--- config.mk ---
export PLATFORM = sky130hd
export DESIGN_NAME = mem_cmd_arbiter
export DESIGN_NICKNAME = d
export VERILOG_FILES = /design/src/rtl/mem_cmd_arbiter.sv
export SDC_FILE = /design/constraint.sdc
export NUM_CORES = 1
export LEC_CHECK = 0
export ABC_AREA = 1
export BUFFER_PORTS_ARGS = -buffer_cell sky130_fd_sc_hd__buf_2
export CAP_MARGIN = 20
export CORE_UTILIZATION = 56
export DETAILED_ROUTE_END_ITERATION = 6
export PLACE_DENSITY = 0.93
export SLEW_MARGIN = 20
export SYNTH_ARGS = -nofsm -noshare
export SYNTH_HDL_FRONTEND = slang
export SYNTH_SLANG_ARGS = --single-unit
export TNS_END_PERCENT = 20
--- constraint.sdc ---
create_clock -name clk_mem -period 3.9 [get_ports clk_mem]
set_clock_uncertainty 0.05 [all_clocks]
set_input_delay 0.39 -clock clk_mem [delete_from_list [all_inputs] [get_ports clk_mem]]
set_output_delay 0.39 -clock clk_mem [all_outputs]
set_load 0.02 [all_outputs]
--- src/rtl/mem_cmd_arbiter.sv ---
// rtl/mem_cmd_arbiter.sv - round-robin arbiter sharing the memory command channel between row writer and row reader (optional watchdog: ARB_TIMEOUT_EN)
module mem_cmd_arbiter #(
  parameter int ROW_WORDS      = 320,
  parameter int ADDR_WIDTH     = 10,
  parameter int TIMEOUT_CYCLES = 4096
) (
  input  logic                  clk_mem,
  input  logic                  reset_n,
  input  logic                  wr_req_valid,
  input  logic [1:0]            wr_req_cmd,
  output logic                  wr_req_ready,
  input  logic                  rd_req_valid,
  input  logic [1:0]            rd_req_cmd,
  output logic                  rd_req_ready,
  output logic [1:0]            command_data,
  output logic                  command_data_valid,
  input  logic                  mem_controller_rdy,
  input  logic                  mem_word_strobe,
  input  logic                  mem_xfer_done,
  output logic [ADDR_WIDTH-1:0] mem_addr,
  output logic                  grant_wr,
  output logic                  grant_rd,
  output logic                  arb_error
);

  typedef enum logic [1:0] {
    S_IDLE  = 2'd0,
    S_ISSUE = 2'd1,
    S_BUSY  = 2'd2
  } state_t;

  localparam logic [1:0] CMD_FRAME = 2'd1;
  localparam logic [1:0] CMD_WRITE = 2'd2;
  localparam logic [1:0] CMD_READ  = 2'd3;

  localparam logic [ADDR_WIDTH-1:0] LAST_ADDR = ADDR_WIDTH'(ROW_WORDS - 1);

  state_t                state_q, state_d;
  logic [1:0]            cmd_q, cmd_d;
  logic                  grant_wr_q, grant_wr_d;
  logic                  grant_rd_q, grant_rd_d;
  logic [ADDR_WIDTH-1:0] addr_q, addr_d;
  logic                  err_q, err_d;
  // 1 = writer held the channel last, 0 = reader (reset value, so writer wins first tie)
  logic                  last_wr_q, last_wr_d;

  logic                  sel_wr;
  logic                  sel_rd;
  logic                  idle;

`ifdef ARB_TIMEOUT_EN
  localparam int                CNT_W   = $clog2(TIMEOUT_CYCLES + 1);
  localparam logic [CNT_W-1:0] TO_LAST = CNT_W'(TIMEOUT_CYCLES - 1);
  logic [CNT_W-1:0]             cnt_q, cnt_d;
`else
  logic timeout_unused;
  assign timeout_unused = (TIMEOUT_CYCLES != 0);
`endif

  assign idle = (state_q == S_IDLE);

  // Round-robin pick: on a tie the side that did not own the channel last wins
  always_comb begin
    sel_wr = wr_req_valid && (!rd_req_valid || !last_wr_q);
    sel_rd = rd_req_valid && !sel_wr;
  end

  // Accept handshake is combinational and only offered while idle and out of reset
  always_comb begin
    wr_req_ready = reset_n && idle && sel_wr;
    rd_req_ready = reset_n && idle && sel_rd;
  end

  // Next-state logic: accept, issue, burst sequencing and error tracking
  always_comb begin
    state_d    = state_q;
    cmd_d      = cmd_q;
    grant_wr_d = grant_wr_q;
    grant_rd_d = grant_rd_q;
    addr_d     = addr_q;
    err_d      = err_q;
    last_wr_d  = last_wr_q;

    case (state_q)
      S_IDLE: begin
        if (sel_wr) begin
          cmd_d = wr_req_cmd;
          if ((wr_req_cmd == CMD_FRAME) || (wr_req_cmd == CMD_WRITE)) begin
            grant_wr_d = 1'b1;
            state_d    = S_ISSUE;
          end else begin
            // Bad command is swallowed; rotate priority so it cannot starve the reader
            err_d     = 1'b1;
            last_wr_d = 1'b1;
          end
        end else if (sel_rd) begin
          cmd_d = rd_req_cmd;
          if ((rd_req_cmd == CMD_FRAME) || (rd_req_cmd == CMD_READ)) begin
            grant_rd_d = 1'b1;
            state_d    = S_ISSUE;
          end else begin
            err_d     = 1'b1;
            last_wr_d = 1'b0;
          end
        end
      end

      S_ISSUE: begin
        if (mem_controller_rdy) begin
          if (cmd_q == CMD_FRAME) begin
            // Frame start has no data phase: release the channel immediately
            state_d    = S_IDLE;
            last_wr_d  = grant_wr_q;
            grant_wr_d = 1'b0;
            grant_rd_d = 1'b0;
          end else begin
            state_d = S_BUSY;
          end
        end
      end

      S_BUSY: begin
        if (mem_xfer_done) begin
          // Done takes priority over a coincident strobe
          state_d    = S_IDLE;
          addr_d     = '0;
          last_wr_d  = grant_wr_q;
          grant_wr_d = 1'b0;
          grant_rd_d = 1'b0;
        end else if (mem_word_strobe) begin
          if (addr_q == LAST_ADDR) begin
            // Controller moved more words than a row holds
            addr_d = '0;
            err_d  = 1'b1;
          end else begin
            addr_d = addr_q + ADDR_WIDTH'(1);
          end
        end
      end

      default: begin
        state_d    = S_IDLE;
        grant_wr_d = 1'b0;
        grant_rd_d = 1'b0;
        addr_d     = '0;
      end
    endcase

`ifdef ARB_TIMEOUT_EN
    // Watchdog abort on the last allowed cycle in ISSUE or BUSY
    if ((state_q != S_IDLE) && (cnt_q == TO_LAST)) begin
      state_d    = S_IDLE;
      err_d      = 1'b1;
      addr_d     = '0;
      last_wr_d  = grant_wr_q;
      grant_wr_d = 1'b0;
      grant_rd_d = 1'b0;
    end
`endif
  end

`ifdef ARB_TIMEOUT_EN
  // Cycles spent in the current non-idle state; restarts on every transition
  always_comb begin
    cnt_d = '0;
    if ((state_d == state_q) && (state_q != S_IDLE)) begin
      cnt_d = cnt_q + CNT_W'(1);
    end
  end

  // Watchdog counter register
  always_ff @(posedge clk_mem or negedge reset_n) begin
    if (!reset_n) begin
      cnt_q <= '0;
    end else begin
      cnt_q <= cnt_d;
    end
  end
`endif

  // State and datapath registers
  always_ff @(posedge clk_mem or negedge reset_n) begin
    if (!reset_n) begin
      state_q    <= S_IDLE;
      cmd_q      <= 2'd0;
      grant_wr_q <= 1'b0;
      grant_rd_q <= 1'b0;
      addr_q     <= '0;
      err_q      <= 1'b0;
      last_wr_q  <= 1'b0;
    end else begin
      state_q    <= state_d;
      cmd_q      <= cmd_d;
      grant_wr_q <= grant_wr_d;
      grant_rd_q <= grant_rd_d;
      addr_q     <= addr_d;
      err_q      <= err_d;
      last_wr_q  <= last_wr_d;
    end
  end

  // Command is presented for as long as the FSM sits in ISSUE
  always_comb begin
    command_data_valid = (state_q == S_ISSUE);
    command_data       = (state_q == S_ISSUE) ? cmd_q : 2'd0;
  end

  assign mem_addr  = addr_q;
  assign grant_wr  = grant_wr_q;
  assign grant_rd  = grant_rd_q;
  assign arb_error = err_q;

endmodule
======== Word level (Yosys, flattened, before mapping) ========
Index checks and enable logic that the tools add are counted.
Widths: inputs -> output; s select.
operators by class
  $add $sub $neg .......................... 1
  eq/ne operators ......................... 25
  multiplexer cells ....................... 40
  bitwise operators ....................... 1
  reductions and logical operators ........ 23
operators by type and width
  operator               number
  $mux 10                3
  $mux 1                 21
  $mux 2                 10
  $pmux 10 s2            1
  $ne 2x2->1 const B     7
  $reduce_and 7->1       2
  $ne 3x3->1 const B     4
  $add 10x1->10 const B  1
  $eq 10x9->1 const B    1
  $reduce_and 5->1       2
  $pmux 1 s3             3
  $eq 2x1->1 const B     4
  $ne 2x1->1 const B     4
  $eq 2x2->1 const B     3
  $ne 3x2->1 const B     2
  $pmux 2 s3             1
  $reduce_and 6->1       1
  $logic_and 1x1->1      5
  $reduce_and 2->1       2
  $reduce_bool 2->1      2
  $logic_not 1->1        3
  $logic_or 1x1->1       3
  $reduce_bool 3->1      1
  $logic_not 2->1        1
  other kinds (3)        3
word-level totals
  flip-flop bits (word level) ............. 18
  input bits .............................. 11
  word-level logic and storage cells ...... 97

======== Logic depth before layout (Yosys ltp) ========
Gate-level depths: netlist of the first run.
  depth in word-level cells ............... 8
  gate-level depth with buffers ........... 11

======== Worst setup path before layout of the first run ========
No wires, ideal clock.
  path kind ............................... register to output
  start ................................... reg state_q[0]
  end ..................................... out wr_req_ready
  arrival time ............................ 1321 ps
  required time ........................... 3460 ps
  setup slack ............................. 2139 ps
  stages on the path, launching flop included .. 6
  path buffers ............................ 1
  cells stage by stage .................... dfrtp_1 > inv_1 > ha_1 > buf_6 > clkinv_4 > nor3_1
between the ends
  word-level cells in the longest chain between the ends .. 3
RTL lines
  item                             line  RTL
  from (decl)                      38    state_t state_q, state_d;
  from (signal assigned)           192   state_q <= state_d;
  $logic_not 2->1                  60    assign idle = (state_q == S_IDLE);
  $logic_and 1x1->1 (2 in series)  70    wr_req_ready = reset_n && idle && sel_wr;
  to (decl)                        11    output logic wr_req_ready,
No other way between the ends.

======== Worst setup path after layout of the first run ========
Ends and elaborated chain as after synthesis.

==> results of run 1 <==
-- layout make-up --
type / instances / area [µm²]
flip-flops and latches: 18 / 450
well taps: 27 / 33.8
clock buffers: 4 / 36.3
inverters: 29 / 114
multi-input cells: 122 / 602
fillers: 175 / 576
repair buffers: 29 / 150
-- worst min path at each step --
stage	cells past startpoint	from	slack (ps)	end
floorplan	0	reset_n	40	arb_error
global placement	1	reset_n	300	mem_addr[4]
detailed placement	1	reset_n	300	cmd_q[0]
CTS	3	rd_req_cmd[1]	310	cmd_q[1]
global route	3	wr_req_cmd[0]	320	cmd_q[0]
finish	3	rd_req_cmd[1]	310	cmd_q[1]
-- cell usage after synthesis (all sizes together) --
library cell	count	area share [%]
xnor2	1	0.74
nand4	4	2.1
xor2	2	1.5
nor2	27	8.8
nand3	12	5.1
inv	28	8.9
dfrtp	18	38
o21ai	7	3.3
buf	1	0.96
nand2	52	18
ha	5	5.3
clkinv	1	0.74
a31oi	2	1.1
nor3	2	0.85
a21oi	7	3.9
or2	1	0.53
-- metal layers --
metal | GRT usage (%) | wire [µm] | up-vias
li1 | - | - | 593
met1 | 33.0 | 1150 | 526
met2 | 42.4 | 1260 | 46
met3 | 3.40 | 144 | 7
met4 | 7.78 | 45 | 0
met5 | 0 | 0 | -
-- through the flow --
stage	hold slack (ps)	total power [W]	util, %
after floorplan	44.4	0.000598	-
after global placement	297	0.000676	68.3
after detailed placement	304	0.000696	68.3
after CTS	308	0.000813	70.7
after global routing	320	0.000888	70.7
final	312	0.000818	70.7
-- cell families (layout without fill, tap and decap cells) --
kind of cell / Yosys count / count (layout) / share of synthesized area (%)
AO/OA/AOI/OAI: 16 / 16 / 8.29
adder cells (fa/ha/maj): 5 / 5 / 5.31
buffers and inverters: 30 / 62 / 10.6
flip-flops: 18 / 18 / 38.3
AND/OR/NAND/NOR: 98 / 98 / 35.3
XOR/XNOR: 3 / 3 / 2.23
-- what timing repair did --
action,CTS,global route
hold endpoints to repair,18,0
hold buffers,1,0
resized for setup,0,0
-- power by group through the flow --
stage	Clock (W)	Sequential (W)	Combinational, W
after floorplan	0	0.000269	0.000329
after global placement	0	0.000254	0.000422
after detailed placement	0	0.000260	0.000436
after CTS	0.000119	0.000256	0.000439
after global routing	0.000129	0.000262	0.000497
final	0.000120	0.000256	0.000442
-- worst max-delay path: stages, from the launching register on --
cell and delay [ps]:
dfrtp_1 430, inv_1 130, ha_1 400, clkinv_4 110, nor3_1 180, buf_2 190
-- flip-flops by register name, summed over array words and instances, names as in the netlist --
| signal | flops |
|---|---|
| mem_addr | 10 |
| cmd_q | 2 |
| state_q | 2 |
| arb_error | 1 |
| grant_rd | 1 |
| grant_wr | 1 |
| last_wr_q | 1 |
==> reports/metrics.cfg, run 1 <==
[status]
status = finished, final reports clean

[place]
dp_hpwl_mm = 2.00
place.gp.congestion = 0.899
dp.cells = 224
placed_area_um2 = 1340
port_buffers = 28
preCtsSetupSlack_ps = 2060

[floorplan]
die_w_um = 47.9
core_um2 = 1960
fp.dieH_um = 47.9
rows = 16
initial_utilization_pct = 60.0
die_area_um2 = 2290
pin_count = 29

[cells_and_area]
insertedDiodeCount = 0
area_growth_pct = 17.7
final_cells = 229
final_cell_mix = 50 x nand2_1, 28 x inv_1, 28 x buf_2, 26 x nor2_1, 18 x dfrtp_1
nNetsFinal = 219
final_common_cell = nand2_1
drive_gt1_share_pct = 19.3
fin_area_um2 = 1390

[logic_synthesis]
ys_types = 20
yosysSeqAreaShare_pct = 38.3
yosys_warnings = 0
avgSynthCellArea_um2 = 6.93
synth_nets = 186
syn_area_um2 = 1180
syn-instance-count = 170
synth-seq-cells = 18

[drt]
wl_per_cell_um = 11.3
drc = 0
drt_pass1_iterations = 4
wirelength_mm = 2.59
drt_iter0_drc = 59
drt-vias-per-instance = 5.12
drtAntennaViolNets = 0
num_vias = 1172

[power]
p_sw_w = 0.000396
combPwrFrac_pct = 54.1
clock_power_share_pct = 14.6
ir_drop_mv = 0.515
seqPwrFrac_pct = 31.3
cellLeakagePower_nw = 0.813
sw_frac_of_total_pct = 48.3
powerDensity_nw_per_um2 = 590
p_int_w = 0.000423

[clocking]
clk_latency_ps = 300
cts_setup_buffers = 0
htree_levels = 1
cts_buffers = 3
clkTransAtPathRegs_ps = 110
clock-sinks = 18
cts_buffer_depth = 2
cts_tree = yes
cts-root-buf = clkbuf_4

[sta]
relSlewSlack_pct = 71.5
setup_tns_ps = 0
hold_viol_final = 0
tightestPinTransition_ps = 428
max_freq_ghz = 0.457
finalSetupViolCount = 0
period_needed_ps = 2190
slew_viol_final = 0
timing.final.crit_share_pct = 56.1
rsz0062_at_grt = false
setup_slack_ps = 1710

[critical_path]
cp_data_required_time_ps = 3460
crit_path_end = wr_req_ready
critical_path.startpoint_type = flip-flop
timing.rr.end = mem_addr[8]
reg2reg_from = state_q[0]
crit_fanout = 10
path_class = flip-flop to primary output
reg2reg_depth = 8
r2r_setup_slack_ps = 2040
cp_data_arrival_time_ps = 1750
startpoint = state_q[0]
worst_setup_path_end_kind = primary output

[grt]
grt_pass1_wl_mm = 4.04
grt_max_degree = 21
antenna_found_initial = 0
grt_util_all_layers_pct = 25.1
first_global_vias = 961
gr-total-overflow = 0

[min_path]
hp-class = input port to flip-flop

[flow_run]
max_cap_viol_count = 0

No activity file was read; power rests on OpenSTA's default activity.
==> run 2: changes to the inputs <==
Settings changed: CORE_UTILIZATION 56 to 52, PLACE_DENSITY 0.93 to 0.88.
Clock period 3.9 ns to 2.1 ns, I/O delays scaled along.
==> run 2 against run 1 <==
Effect of this change:
- combinational power is 87% higher
- non-clock buffer count is 1 higher
- sequential share of layout area is 0.23 points lower
- sequential power is 85% higher
- critical path depth stayed put
- worst setup slack worse by 1500 ps
- largest cell class unchanged
- largest power group unchanged
==> reports/metrics.cfg, run 2 (synthesis results as in run 1) <==
[drt]
drt-vias-per-instance = 4.97  ; -3.0%
drtAntennaViolNets = 0  ; unchanged
drc = 0  ; unchanged
num_vias = 1142  ; -2.6%
wl_per_cell_um = 11.5  ; +1.4%
drt_iter0_drc = 42  ; -29%
drt_pass1_iterations = 4  ; unchanged
wirelength_mm = 2.64  ; +1.8%

[clocking]
cts_setup_buffers = 0  ; unchanged
cts_tree = yes
clk_latency_ps = 300  ; about the same
cts-root-buf = clkbuf_4
clock-sinks = 18  ; unchanged
cts_buffers = 3  ; unchanged
clkTransAtPathRegs_ps = 110  ; about the same
htree_levels = 1  ; unchanged
cts_buffer_depth = 2  ; unchanged

[flow_run]
max_cap_viol_count = 0  ; unchanged

[cells_and_area]
drive_gt1_share_pct = 20.2  ; +0.89 points
finish.utilization_pct = 68.4  ; -2.3 points
insertedDiodeCount = 0  ; unchanged
area_growth_pct = 18.6
nFillCells = 192  ; +9.7%
final_cell_mix = 50 x nand2_1, 28 x inv_1, 28 x buf_2, 26 x nor2_1, 18 x dfrtp_1
nNetsFinal = 220  ; +0.46%
final_common_cell = nand2_1
largest_reg_flops = 10  ; unchanged

[power]
power_w = 0.00152  ; +86%
cellLeakagePower_nw = 0.817  ; +0.44%
ir_drop_mv = 0.828  ; +61%
powerDensity_nw_per_um2 = 1090  ; +84%

[critical_path]
critPathSlowestCell = dfrtp_1
critPathMaxStageDelay_ps = 430  ; about the same
crit_fanout = 10  ; unchanged
path_class = flip-flop to primary output
crit_chain = inv_1, ha_2, clkinv_4, nor3_1, buf_2
critical_path.startpoint_type = flip-flop
cp_data_required_time_ps = 1840  ; -1620 ps
worst_setup_path_end_kind = primary output
cp_data_arrival_time_ps = 1660  ; -90 ps
r2r_setup_slack_ps = 280  ; -1760 ps

[min_path]
hp-class = input port to flip-flop

[grt]
first_global_vias = 1059  ; +10%
antenna_found_initial = 0  ; unchanged
gr-total-overflow = 0  ; unchanged
grt_pass1_wl_mm = 4.51  ; +12%
grt_max_degree = 12  ; -43%
grt_util_all_layers_pct = 24.0  ; -1.1 points

[status]
status = finished, final reports clean

[place]
dp_hpwl_mm = 2.10  ; +5.0%
port_buffers = 28  ; unchanged
place.gp.congestion = 0.915  ; +1.8%

[sta]
whs_ps = 117  ; -195 ps
slew_viol_final = 0  ; unchanged
relSlewSlack_pct = 79.1  ; +7.6 points
finalSetupViolCount = 0  ; unchanged
hold_viol_final = 0  ; unchanged
timing.final.crit_share_pct = 91.2
setup_tns_ps = 0  ; unchanged
max_freq_ghz = 0.522
period_needed_ps = 1920
tightestPinTransition_ps = 314  ; -114 ps
rsz0062_at_grt = false

[floorplan]
die_w_um = 49.6  ; +3.6%
initial_utilization_pct = 57.7  ; -2.4 points
rows = 16  ; unchanged
fp.dieH_um = 49.6  ; +3.6%
die_area_um2 = 2460  ; +7.4%
core_um2 = 2040  ; +4.1%
pin_count = 29  ; unchanged

run 2: cell count changes in the layout (fill, tap and decap cells not counted), sizes merged:
cell	before	now
buf	28	29
run 2: where the power goes:
group | switching, W | internal (W) | leakage [nW]
Sequential | 0.0000538 | 0.000419 | 0.235
Clock | 0.000116 | 0.000106 | 0.0210
Combinational | 0.000558 | 0.000267 | 0.561
run 2: repair_timing:
item                                    4_1_cts  5_1_grt
hold buffers                                  1        0
gates resized for setup                       0        1
endpoints found under the hold margin        18        0
endpoints found under the setup margin        0        1
run 2: layer usage:
metal	vias to the layer above	part of all wire [%]	global-route usage [%]
li1	589	-	-
met1	513	48	32.4
met2	34	46	37.8
met3	6	4.8	3.70
met4	0	1.6	10.5
met5	-	0	0
run 2: critical path, delay by kind of cell, from the launching register on:
family	cells	cell delay, ps
flops	1	430
buf+inv	3	400
fa+ha+maj	1	310
simple gates	1	210
run 2: worst paths after layout:
check | from | endpoint | cells past startpoint
hold reg to reg | arb_error | arb_error | 2
min in group asynchronous | reset_n | mem_addr[8] | 2
setup reg to reg | state_q[1] | mem_addr[8] | 8
max in group asynchronous | reset_n | arb_error | 3
setup / recovery | state_q[1] | wr_req_ready | 5
hold / removal | rd_req_cmd[1] | cmd_q[1] | 3
run 2: layout make-up:
| cell class | instances | area [µm²] | area share [%] |
|---|---|---|---|
| inverter | 29 | 114 | 8.15 |
| tap | 27 | 33.8 | 2.42 |
| sequential | 18 | 450 | 32.3 |
| timing repair buffer | 30 | 158 | 11.3 |
| multi-input combinational | 122 | 604 | 43.3 |
| clock buffer | 4 | 36.3 | 2.60 |
run 2: through the flow:
stage	instance area, µm²	worst slack [ps]	instances
6_report	1400	184	230
5_1_grt	1400	58.5	230
4_1_cts	1390	68.1	230
3_5_place_dp	1350	272	225
3_3_place_gp	1350	445	225
2_1_floorplan	1180	492	170
